<file path="src/rtl/seq_det_pkg.sv">
// Shared helpers and reset defaults for the programmable sequence detector.
package seq_det_pkg;

  // Reset-time configuration (pattern is LSB-aligned, 8 bits wide here).
  localparam logic [7:0]  DEFAULT_PATTERN_C = 8'b0000_0001;
  localparam int unsigned DEFAULT_LEN_C     = 4;
  localparam logic        DEFAULT_OVERLAP_C = 1'b1;

  // Width needed to hold a length value in the range 0..max_len.
  function automatic int unsigned len_w(input int unsigned max_len);
    return $clog2(max_len + 1);
  endfunction

  // Legalise a requested pattern length into 1..max_len.
  function automatic int unsigned clamp_len(input int unsigned len,
                                            input int unsigned max_len);
    if (len == 0)
      return 1;
    else if (len > max_len)
      return max_len;
    else
      return len;
  endfunction

endpackage

</file>
<file path="src/rtl/seq_det_border.sv">
// Combinational match and partial-match (border) evaluation on the
// history as it will look after the current bit is shifted in.
module seq_det_border
  import seq_det_pkg::*;
#(
  parameter int unsigned MAX_LEN = 8,
  parameter int unsigned LEN_W   = 4
) (
  input  logic [MAX_LEN-1:0] hist_next_i,
  input  logic [LEN_W-1:0]   fill_next_i,
  input  logic [MAX_LEN-1:0] pat_i,
  input  logic [LEN_W-1:0]   len_i,
  output logic               hit_o,
  output logic [LEN_W-1:0]   progress_next_o
);

  logic [MAX_LEN-1:0] len_mask;
  logic [MAX_LEN-1:0] k_mask;
  logic [MAX_LEN-1:0] aligned;

  // Full match: low len bits of history equal the low len bits of the
  // pattern. For len == MAX_LEN the shifted one wraps to zero and the
  // subtraction yields an all-ones mask.
  always_comb begin
    len_mask = (MAX_LEN'(1) << len_i) - MAX_LEN'(1);
    hit_o    = (fill_next_i >= len_i) &&
               (((hist_next_i ^ pat_i) & len_mask) == '0);
  end

  // Longest proper prefix of the pattern that ends the history: the
  // top k pattern bits are shifted down to line up with the newest k
  // history bits. Ascending k, so the last qualifying k wins.
  always_comb begin
    progress_next_o = '0;
    k_mask          = '0;
    aligned         = '0;
    for (int unsigned k = 1; k < MAX_LEN; k++) begin
      k_mask  = (MAX_LEN'(1) << k) - MAX_LEN'(1);
      aligned = pat_i >> (32'(len_i) - k);
      if ((k < 32'(len_i)) && (k <= 32'(fill_next_i)) &&
          (((hist_next_i ^ aligned) & k_mask) == '0))
        progress_next_o = LEN_W'(k);
    end
  end

endmodule

</file>
<file path="src/rtl/seq_detector_prog.sv">
// Programmable serial bit-pattern detector: runtime pattern/length/overlap,
// valid-qualified input, registered detect pulse, progress and match count.
module seq_detector_prog
  import seq_det_pkg::*;
#(
  parameter int unsigned MAX_LEN                 = 8,
  parameter int unsigned COUNT_W                 = 8,
  parameter logic [MAX_LEN-1:0] DEFAULT_PATTERN  = MAX_LEN'(DEFAULT_PATTERN_C),
  parameter int unsigned DEFAULT_LEN             = DEFAULT_LEN_C,
  parameter logic DEFAULT_OVERLAP                = DEFAULT_OVERLAP_C,
  localparam int unsigned LEN_W                  = len_w(MAX_LEN)
) (
  input  logic               clk,
  input  logic               reset,
  input  logic               bit_valid,
  input  logic               bit_in,
  input  logic               load,
  input  logic [MAX_LEN-1:0] pattern_in,
  input  logic [LEN_W-1:0]   len_in,
  input  logic               overlap_in,
  input  logic               count_clr,
  output logic               detect,
  output logic [LEN_W-1:0]   progress,
  output logic [COUNT_W-1:0] match_count,
  output logic               busy
);

  localparam logic [LEN_W-1:0] RST_LEN  = LEN_W'(clamp_len(DEFAULT_LEN, MAX_LEN));
  localparam logic [LEN_W-1:0] FILL_MAX = LEN_W'(MAX_LEN);

  // Configuration
  logic [MAX_LEN-1:0] pat_q;
  logic [LEN_W-1:0]   len_q;
  logic               ovl_q;

  // Stream state
  logic [MAX_LEN-1:0] hist_q, hist_d;
  logic [LEN_W-1:0]   fill_q, fill_d;

  // Registered outputs
  logic               detect_q;
  logic [LEN_W-1:0]   progress_q;
  logic [COUNT_W-1:0] match_count_q;

  logic               accept;
  logic               hit_raw;
  logic               hit;
  logic [LEN_W-1:0]   progress_nx;

  // A load in the same cycle as a valid bit drops the bit.
  assign accept = bit_valid & ~load;
  assign hit    = accept & hit_raw;

  // Next history/fill as seen by the matcher for an accepted bit.
  always_comb begin
    hist_d = hist_q;
    fill_d = fill_q;
    if (accept) begin
      hist_d = {hist_q[MAX_LEN-2:0], bit_in};
      fill_d = (fill_q == FILL_MAX) ? fill_q : fill_q + LEN_W'(1);
    end
  end

  seq_det_border #(
    .MAX_LEN (MAX_LEN),
    .LEN_W   (LEN_W)
  ) u_border (
    .hist_next_i     (hist_d),
    .fill_next_i     (fill_d),
    .pat_i           (pat_q),
    .len_i           (len_q),
    .hit_o           (hit_raw),
    .progress_next_o (progress_nx)
  );

  // Config capture, history shift, detect and progress registers.
  always_ff @(posedge clk or posedge reset) begin
    if (reset) begin
      pat_q      <= DEFAULT_PATTERN;
      len_q      <= RST_LEN;
      ovl_q      <= DEFAULT_OVERLAP;
      hist_q     <= '0;
      fill_q     <= '0;
      detect_q   <= 1'b0;
      progress_q <= '0;
    end else if (load) begin
      pat_q      <= pattern_in;
      len_q      <= LEN_W'(clamp_len(32'(len_in), MAX_LEN));
      ovl_q      <= overlap_in;
      hist_q     <= '0;
      fill_q     <= '0;
      detect_q   <= 1'b0;
      progress_q <= '0;
    end else if (accept) begin
      hist_q   <= hist_d;
      detect_q <= hit;
      // Non-overlap mode forgets the matched bits by emptying the fill,
      // so the next match has to be built from fresh bits.
      if (hit && !ovl_q) begin
        fill_q     <= '0;
        progress_q <= '0;
      end else begin
        fill_q     <= fill_d;
        progress_q <= progress_nx;
      end
    end else begin
      detect_q <= 1'b0;
    end
  end

  // Saturating match counter; clear has priority over a coincident hit.
  always_ff @(posedge clk or posedge reset) begin
    if (reset)
      match_count_q <= '0;
    else if (count_clr)
      match_count_q <= '0;
    else if (hit && (match_count_q != '1))
      match_count_q <= match_count_q + COUNT_W'(1);
  end

  assign detect      = detect_q;
  assign progress    = progress_q;
  assign match_count = match_count_q;
  assign busy        = |progress_q;

endmodule

</file>
<file path="config.mk">
export PLATFORM = sky130hd
export DESIGN_NAME = seq_detector_prog
export DESIGN_NICKNAME = d
export VERILOG_FILES = /design/src/rtl/seq_det_pkg.sv /design/src/rtl/seq_det_border.sv /design/src/rtl/seq_detector_prog.sv
export SDC_FILE = /design/constraint.sdc
export NUM_CORES = 1
export LEC_CHECK = 0
export CORE_MARGIN = 2
export CORE_UTILIZATION = 30
export CTS_CLUSTER_SIZE = 12
export DETAILED_ROUTE_END_ITERATION = 12
export GPL_ROUTABILITY_DRIVEN = 1
export SKIP_CTS_REPAIR_TIMING = 1
export SYNTH_ARGS = -nofsm -noshare
export SYNTH_HDL_FRONTEND = slang
export SYNTH_SLANG_ARGS = --single-unit
export TNS_END_PERCENT = 5
</file>
<file path="constraint.sdc">
create_clock -name clk -period 3.5 [get_ports clk]
set_input_delay 0.525 -clock clk [delete_from_list [all_inputs] [get_ports clk]]
set_output_delay 0.525 -clock clk [all_outputs]
set_load 0.01 [all_outputs]
</file>
# Yosys cells after proc, flatten, opt, wreduce, memory -nomap -nowiden
# Index checks and enable logic that the tools add are counted.
dict set report op_classes {
  addsub 10
  n_mul 0
  div_mod_pow 0
  order_cmp 16
  eq_ne 2
  shift 8
  n_mux 24
  n_bitwise 12
  reduce_logical 30
}
# cell n
set ops {}
lappend ops {{zero test 8 bit} 8}
lappend ops {{two-way mux 4 bit} 16}
lappend ops {{two-way mux 8 bit} 5}
lappend ops {{right shift 8 x 32 -> 1 bit} 1}
lappend ops {{right shift 8 x 32 -> 2 bit} 1}
lappend ops {{right shift 8 x 32 -> 3 bit} 1}
lappend ops {{right shift 8 x 32 -> 4 bit} 1}
lappend ops {{right shift 8 x 32 -> 5 bit} 1}
lappend ops {{right shift 8 x 32 -> 6 bit} 1}
lappend ops {{right shift 8 x 32 -> 7 bit} 1}
lappend ops {{subtractor 4 x 3 -> 5 bit (second input constant)} 4}
lappend ops {{logical AND 1 bit} 17}
lappend ops {{<= comparator 3 x 4 -> 1 bit (first input constant)} 4}
lappend ops {{< comparator 3 x 4 -> 1 bit (first input constant)} 4}
lappend ops {{subtractor 4 x 2 -> 5 bit (second input constant)} 2}
lappend ops {{adder 8 x 1 -> 8 bit (second input constant)} 1}
lappend ops {{AND 8 bit} 1}
lappend ops {{<= comparator 2 x 4 -> 1 bit (first input constant)} 2}
lappend ops {{< comparator 2 x 4 -> 1 bit (first input constant)} 2}
lappend ops {{inequality test 8 bit (second input constant)} 1}
lappend ops {{<< shifter 1 x 4 -> 8 bit (first input constant)} 1}
lappend ops {{subtractor 8 x 2 -> 8 bit (second input constant)} 1}
lappend ops {{bitwise XOR 8 bit} 1}
lappend ops {{bitwise XOR 7 bit} 1}
lappend ops {{20 further kinds} 24}
dict set report word_totals {
  register_bits 38
  latchBits 0
  ram_bits 0
  mem_bits_ro 0
  in_bits 19
  output_inout_bits 14
  word_cells 110
  mem_count 0
}

# Longest topological paths before layout
dict set report logic_depth {
  depth_word 16
  mapped_depth 16
  ltp_nobuf 14
}

# Cells and area by module
# From an unflattened synthesis, not the netlist that was laid out.
dict set report hier_totals {
  hier_cells 535
  area_unflattened_um2 4618.2
}
# mod instances cells_each area_each_um2 seq_area_each_um2
set modules_own_cells {}
lappend modules_own_cells {seq_det_border 1 343 2695.1 0.0}
lappend modules_own_cells {seq_detector_prog 1 192 1923.1 954.7}

# Worst setup path after synthesis
# No wires, ideal clock.
dict set report synth_timing {
  kind {register to register}
  startpoint {register len_q[1]}
  endpoint {register match_count_q[5] (netlist: match_count[5])}
  setup_ns 0.078
  arrival_time_ns 3.567
  t_required_ns 3.422
  path_slack_ns -0.145
  path_stages_with_launch 15
  n_path_buf 2
  synth_period_minus_slack_ns 3.645
  path_cell_list {dfrtp_1 > buf_2 > clkinv_1 > ha_1 > clkbuf_1 > nand2_1 > ha_1 > nand2b_1 > o311a_1 > a211oi_1 > o21ai_0 > nand4b_2 > or4_4 > or3_1 > a21oi_1}
}
dict set report synth_between {
  elab_chain_cells 8
  word_cells_on_any_way 9
  classes_between {add/sub: 1; order compare: 1; shift: 1; bitwise: 2; reduce/logical: 4}
}
# item line_no
set synth_lines {}
lappend synth_lines {{from (decl)} seq_detector_prog.sv:33} ;# logic [LEN_W-1:0] len_q;
lappend synth_lines {{from (signal assigned)} seq_detector_prog.sv:88} ;# len_q <= LEN_W'(clamp_len(32'(len_in), MAX_LEN));
lappend synth_lines {{<< shifter 1 x 4 -> 8 bit} seq_det_border.sv:25} ;# len_mask = (MAX_LEN'(1) << len_i) - MAX_LEN'(1);
lappend synth_lines {{subtractor 8 x 2 -> 8 bit} seq_det_border.sv:25}
lappend synth_lines {{AND 8 bit} seq_det_border.sv:27} ;# (((hist_next_i ^ pat_i) & len_mask) == '0);
lappend synth_lines {{zero test 8 bit} seq_det_border.sv:27}
lappend synth_lines {{logical AND 1 bit *} seq_det_border.sv:26} ;# hit_o = (fill_next_i >= len_i) &&
lappend synth_lines {{AND 1 bit *} seq_detector_prog.sv:52} ;# assign hit = accept & hit_raw;
lappend synth_lines {{logical AND 1 bit *} seq_detector_prog.sv:117} ;# else if (hit && (match_count_q != '1))
lappend synth_lines {{nonzero test 2 bit (no line) *} --}
lappend synth_lines {{to (signal assigned)} seq_detector_prog.sv:118} ;# match_count_q <= match_count_q + COUNT_W'(1);
lappend synth_lines {{to (decl)} seq_detector_prog.sv:43} ;# logic [COUNT_W-1:0] match_count_q;
# Every way passes the cells marked *; elsewhere a longest branch is shown, timed or not.
# A chain may end at the register's enable or synchronous reset.

# Worst setup path in the final report
dict set report layout_timing {
  startpoint {input port load}
  endpoint {register match_count_q[5] (netlist: match_count[5])}
}
dict set report layout_between {
  elab_chain_cells 10
  word_cells_on_any_way 12
  classes_between {order compare: 1; mux: 2; bitwise: 5; reduce/logical: 4}
}
# item line_no
set layout_lines {}
lappend layout_lines {{from (decl)} seq_detector_prog.sv:17} ;# input logic load,
lappend layout_lines {{NOT 1 bit *} seq_detector_prog.sv:51} ;# assign accept = bit_valid & ~load;
lappend layout_lines {{AND 1 bit *} seq_detector_prog.sv:51}
lappend layout_lines {{two-way mux 8 bit} seq_detector_prog.sv:58} ;# if (accept) begin
lappend layout_lines {{bitwise XOR 8 bit} seq_det_border.sv:27}
lappend layout_lines {{AND 8 bit} seq_det_border.sv:27}
lappend layout_lines {{zero test 8 bit} seq_det_border.sv:27}
lappend layout_lines {{logical AND 1 bit} seq_det_border.sv:26}
lappend layout_lines {{AND 1 bit *} seq_detector_prog.sv:52}
lappend layout_lines {{logical AND 1 bit *} seq_detector_prog.sv:117}
lappend layout_lines {{nonzero test 2 bit (no line) *} --}
# Marked as above.

==> flow_metrics.env <==
export IMPL_status="complete, no violations"
export IMPL_maxCapViolCount=0
export IMPL_post_drt_wl_per_cell_um=18.1
export IMPL_cts_inserted_buffers=5
export IMPL_critPathSlowestCell="clkdlybuf4s50_1"
export IMPL_start_util_pct=30.3
export IMPL_clkSinkCount=36
export IMPL_htree_levels=2
export IMPL_critPathMaxFanout=7
export IMPL_grt_pass1_wl_um=23900
export IMPL_die_h_um=130
export IMPL_period_minus_slack_ps=3280
export IMPL_rsz0062_at_grt="false"
export IMPL_layout_common_cells="47 x buf_4, 45 x nand2_1, 36 x mux2i_1, 35 x nor2_1, 33 x dfrtp_1"
export IMPL_reg2reg_depth=10
export IMPL_place_congestion=0.910
export IMPL_layout_area_overhead_vs_synth_pct=19.6
export IMPL_synthArstFlopShare_pct=100
export IMPL_setup_tns_ps=0
export IMPL_finalClockSkew_ps=3.64
export IMPL_r2r_slack_ps=240
export IMPL_synth_main_ff_cell="dfrtp_1"
export IMPL_vdd_ir_drop_max_v=0.000345
export IMPL_track_usage_pct=17.9
export IMPL_slowest_delay_ps=550
export IMPL_worstSetupEndpointType="register"
export IMPL_postRouteAntennaNets=0
export IMPL_cts_root_buf="clkbuf_16"
export IMPL_ys_types=77
export IMPL_drc=0
export IMPL_setup_viol=0
export IMPL_clock_latency_ps=280
export IMPL_start_kind="input port"
export IMPL_die_x_um=130
export IMPL_power_per_cell_area_mw_per_mm2=319
export IMPL_cp_arrival_ps=3440
export IMPL_fin_ws_ps=223
export IMPL_viasPerCell=5.69
export IMPL_grt_ovfl_total=0
export IMPL_slew_headroom_pct=44.7
export IMPL_reg2reg_from="len_q[0]$_DFFE_PP0P_"
export IMPL_min_path_type="reg -> reg"
export IMPL_crit_chain="clkdlybuf4s50_1 > buf_4 > nand3b_1 > a211oi_1 > a21oi_1 > inv_1 > ha_1 > nand2_1 > o21ai_1 > o21ai_1 > nand4b_2 > or4_4 > buf_4 > o21ai_0 > a21oi_2"
export IMPL_fillers=1582
export IMPL_post_place_ws_ps=-227
export IMPL_multiInputGateArea_mm2=0.00360
export IMPL_port_buffers=31
export IMPL_finalCritPeriodShare_pct=93.6
export IMPL_antenna_found_initial=0
export IMPL_cts_tree="built"
export IMPL_nets=649
export IMPL_fmax_mhz=305
export IMPL_diodes=0
export IMPL_seqCellArea_um2=905
export IMPL_drv_slew=0
export IMPL_finalWirelength_um=14900
export IMPL_finalHoldViolCount=0
export IMPL_dr_pass1_iters=7
export IMPL_synthesis_nets=606
export IMPL_whs_path_depth=2
export IMPL_worst_setup_path_type="in -> reg"
export IMPL_yosys_warnings=0
export IMPL_tightestPinTransition_ps=829
export IMPL_cts_path_max_buffers=2
export IMPL_synth_area_mm2=0.00476
export IMPL_vias=4659
export IMPL_seq_area_frac_synth_pct=19.0
export IMPL_crit_required_ps=3660
export IMPL_synth_seq_cells=36
export IMPL_core_area_mm2=0.0157
export IMPL_dpl_hpwl_um=11200
export IMPL_drt_iter0_drc=452
export IMPL_syn_avg_cell_area_um2=8.51
export IMPL_power_leakage_nw=2.29
export IMPL_hold_path_endpoint="progress[1]$_DFFE_PP0P_"
export IMPL_synth_edf_count=0
export IMPL_final_common_cell="buf_4"
export IMPL_rows=46
export IMPL_path_clk_slew_ps=60
export IMPL_reg2reg_to="progress[1]$_DFFE_PP0P_"
export IMPL_drive_gt1_share_pct=18.2
export IMPL_io_pins=33
export IMPL_grt_pass1_vias=4447
export IMPL_dieArea_mm2=0.0169
export IMPL_hp_start="progress[1]$_DFFE_PP0P_"
export IMPL_synthCells=559
export IMPL_grt_max_degree=43
worst max path at each step:
stage,startpoint,end,slack [ps],depth (start not counted)
CTS,bit_valid,match_count[5]$_DFFE_PP0P_,40,13
global route,bit_valid,match_count[5]$_DFFE_PP0P_,30,14
global placement,bit_valid,match_count[6]$_DFFE_PP0P_,-200,15
finish,load,match_count[5]$_DFFE_PP0P_,220,15
floorplan,len_q[0]$_DFFE_PP0P_,match_count[5]$_DFFE_PP0P_,20,16
detailed placement,bit_valid,match_count[5]$_DFFE_PP0P_,-230,13
cell type report:
class	count	area share [%]
Clock inverter	3	0.747
Clock buffer	5	2.20
Timing Repair Buffer	79	12.0
Sequential cell	36	15.9
Multi-Input combinational cell	462	63.2
Tap cell	216	4.75
Inverter	18	1.21
metrics by stage:
| step | hold slack [ps] | utilization (%) | std cells | power (W) | cell area (µm²) |
|---|---|---|---|---|---|
| global placement | 532 | 35.1 | 811 | 0.00127 | 5510 |
| CTS | 553 | 36.1 | 819 | 0.00181 | 5680 |
| global route | 574 | 36.2 | 819 | 0.00192 | 5690 |
| detailed placement | 538 | 35.1 | 811 | 0.00129 | 5510 |
| floorplan | 528 | - | 559 | 0.00106 | 4770 |
| finish | 545 | 36.2 | 819 | 0.00182 | 5690 |
kinds of logic after synthesis:
kind of cell | count (synthesis) | synth area share [%]
flip-flops | 36 | 19.0
AO/OA/AOI/OAI | 140 | 20.6
multiplexers | 73 | 20.1
other | 1 | 0.0788
XOR/XNOR | 32 | 5.89
buffers and inverters | 61 | 5.71
adder cells (fa/ha/maj) | 28 | 7.36
AND/OR/NAND/NOR | 188 | 21.2
report_power, final:
part / internal, W / switching [W] / leakage (nW)
logic: 0.000369 / 0.000437 / 1.74
registers: 0.000436 / 0.0000619 / 0.471
clock network: 0.000334 / 0.000178 / 0.0798
total: 0.00114 / 0.000677 / 2.29
cells in the mapped netlist, drive strengths merged (13+ instances only):
cell    count  area share (%)
a21oi      23             2.4
buf        21             2.6
clkbuf     22             1.7
dfrtp      33              17
ha         28             7.4
inv        16             1.3
mux2       21             5.0
mux2i      38             8.5
mux4       14             6.6
nand2      45             3.5
nand2b     13             1.7
nand3      17             1.8
nor2       35             2.8
o21ai      31             3.3
xnor2      20             3.7
flip-flops by register name, indices dropped and copies added (netlist names):
| name | cells |
|---|---|
| match_count | 8 |
| pat_q | 8 |
| hist_q | 7 |
| fill_q | 4 |
| len_q | 4 |
| progress | 3 |
| detect | 1 |
| ovl_q | 1 |
critical path: cells and delay by family:
| family | cells | cell delay (ps) |
|---|---|---|
| compound gates | 6 | 710 |
| fa+ha+maj | 1 | 270 |
| buf+inv | 4 | 950 |
| simple gates | 4 | 970 |
metal layers:
layer	up-vias	GRT usage [%]	routed length (µm)
met1	2306	26.0	7050
met2	165	28.0	6710
met3	17	2.75	846
met5	-	0	0
met4	0	4.30	251
li1	2171	-	-
Power figures use the tool's default switching activity.
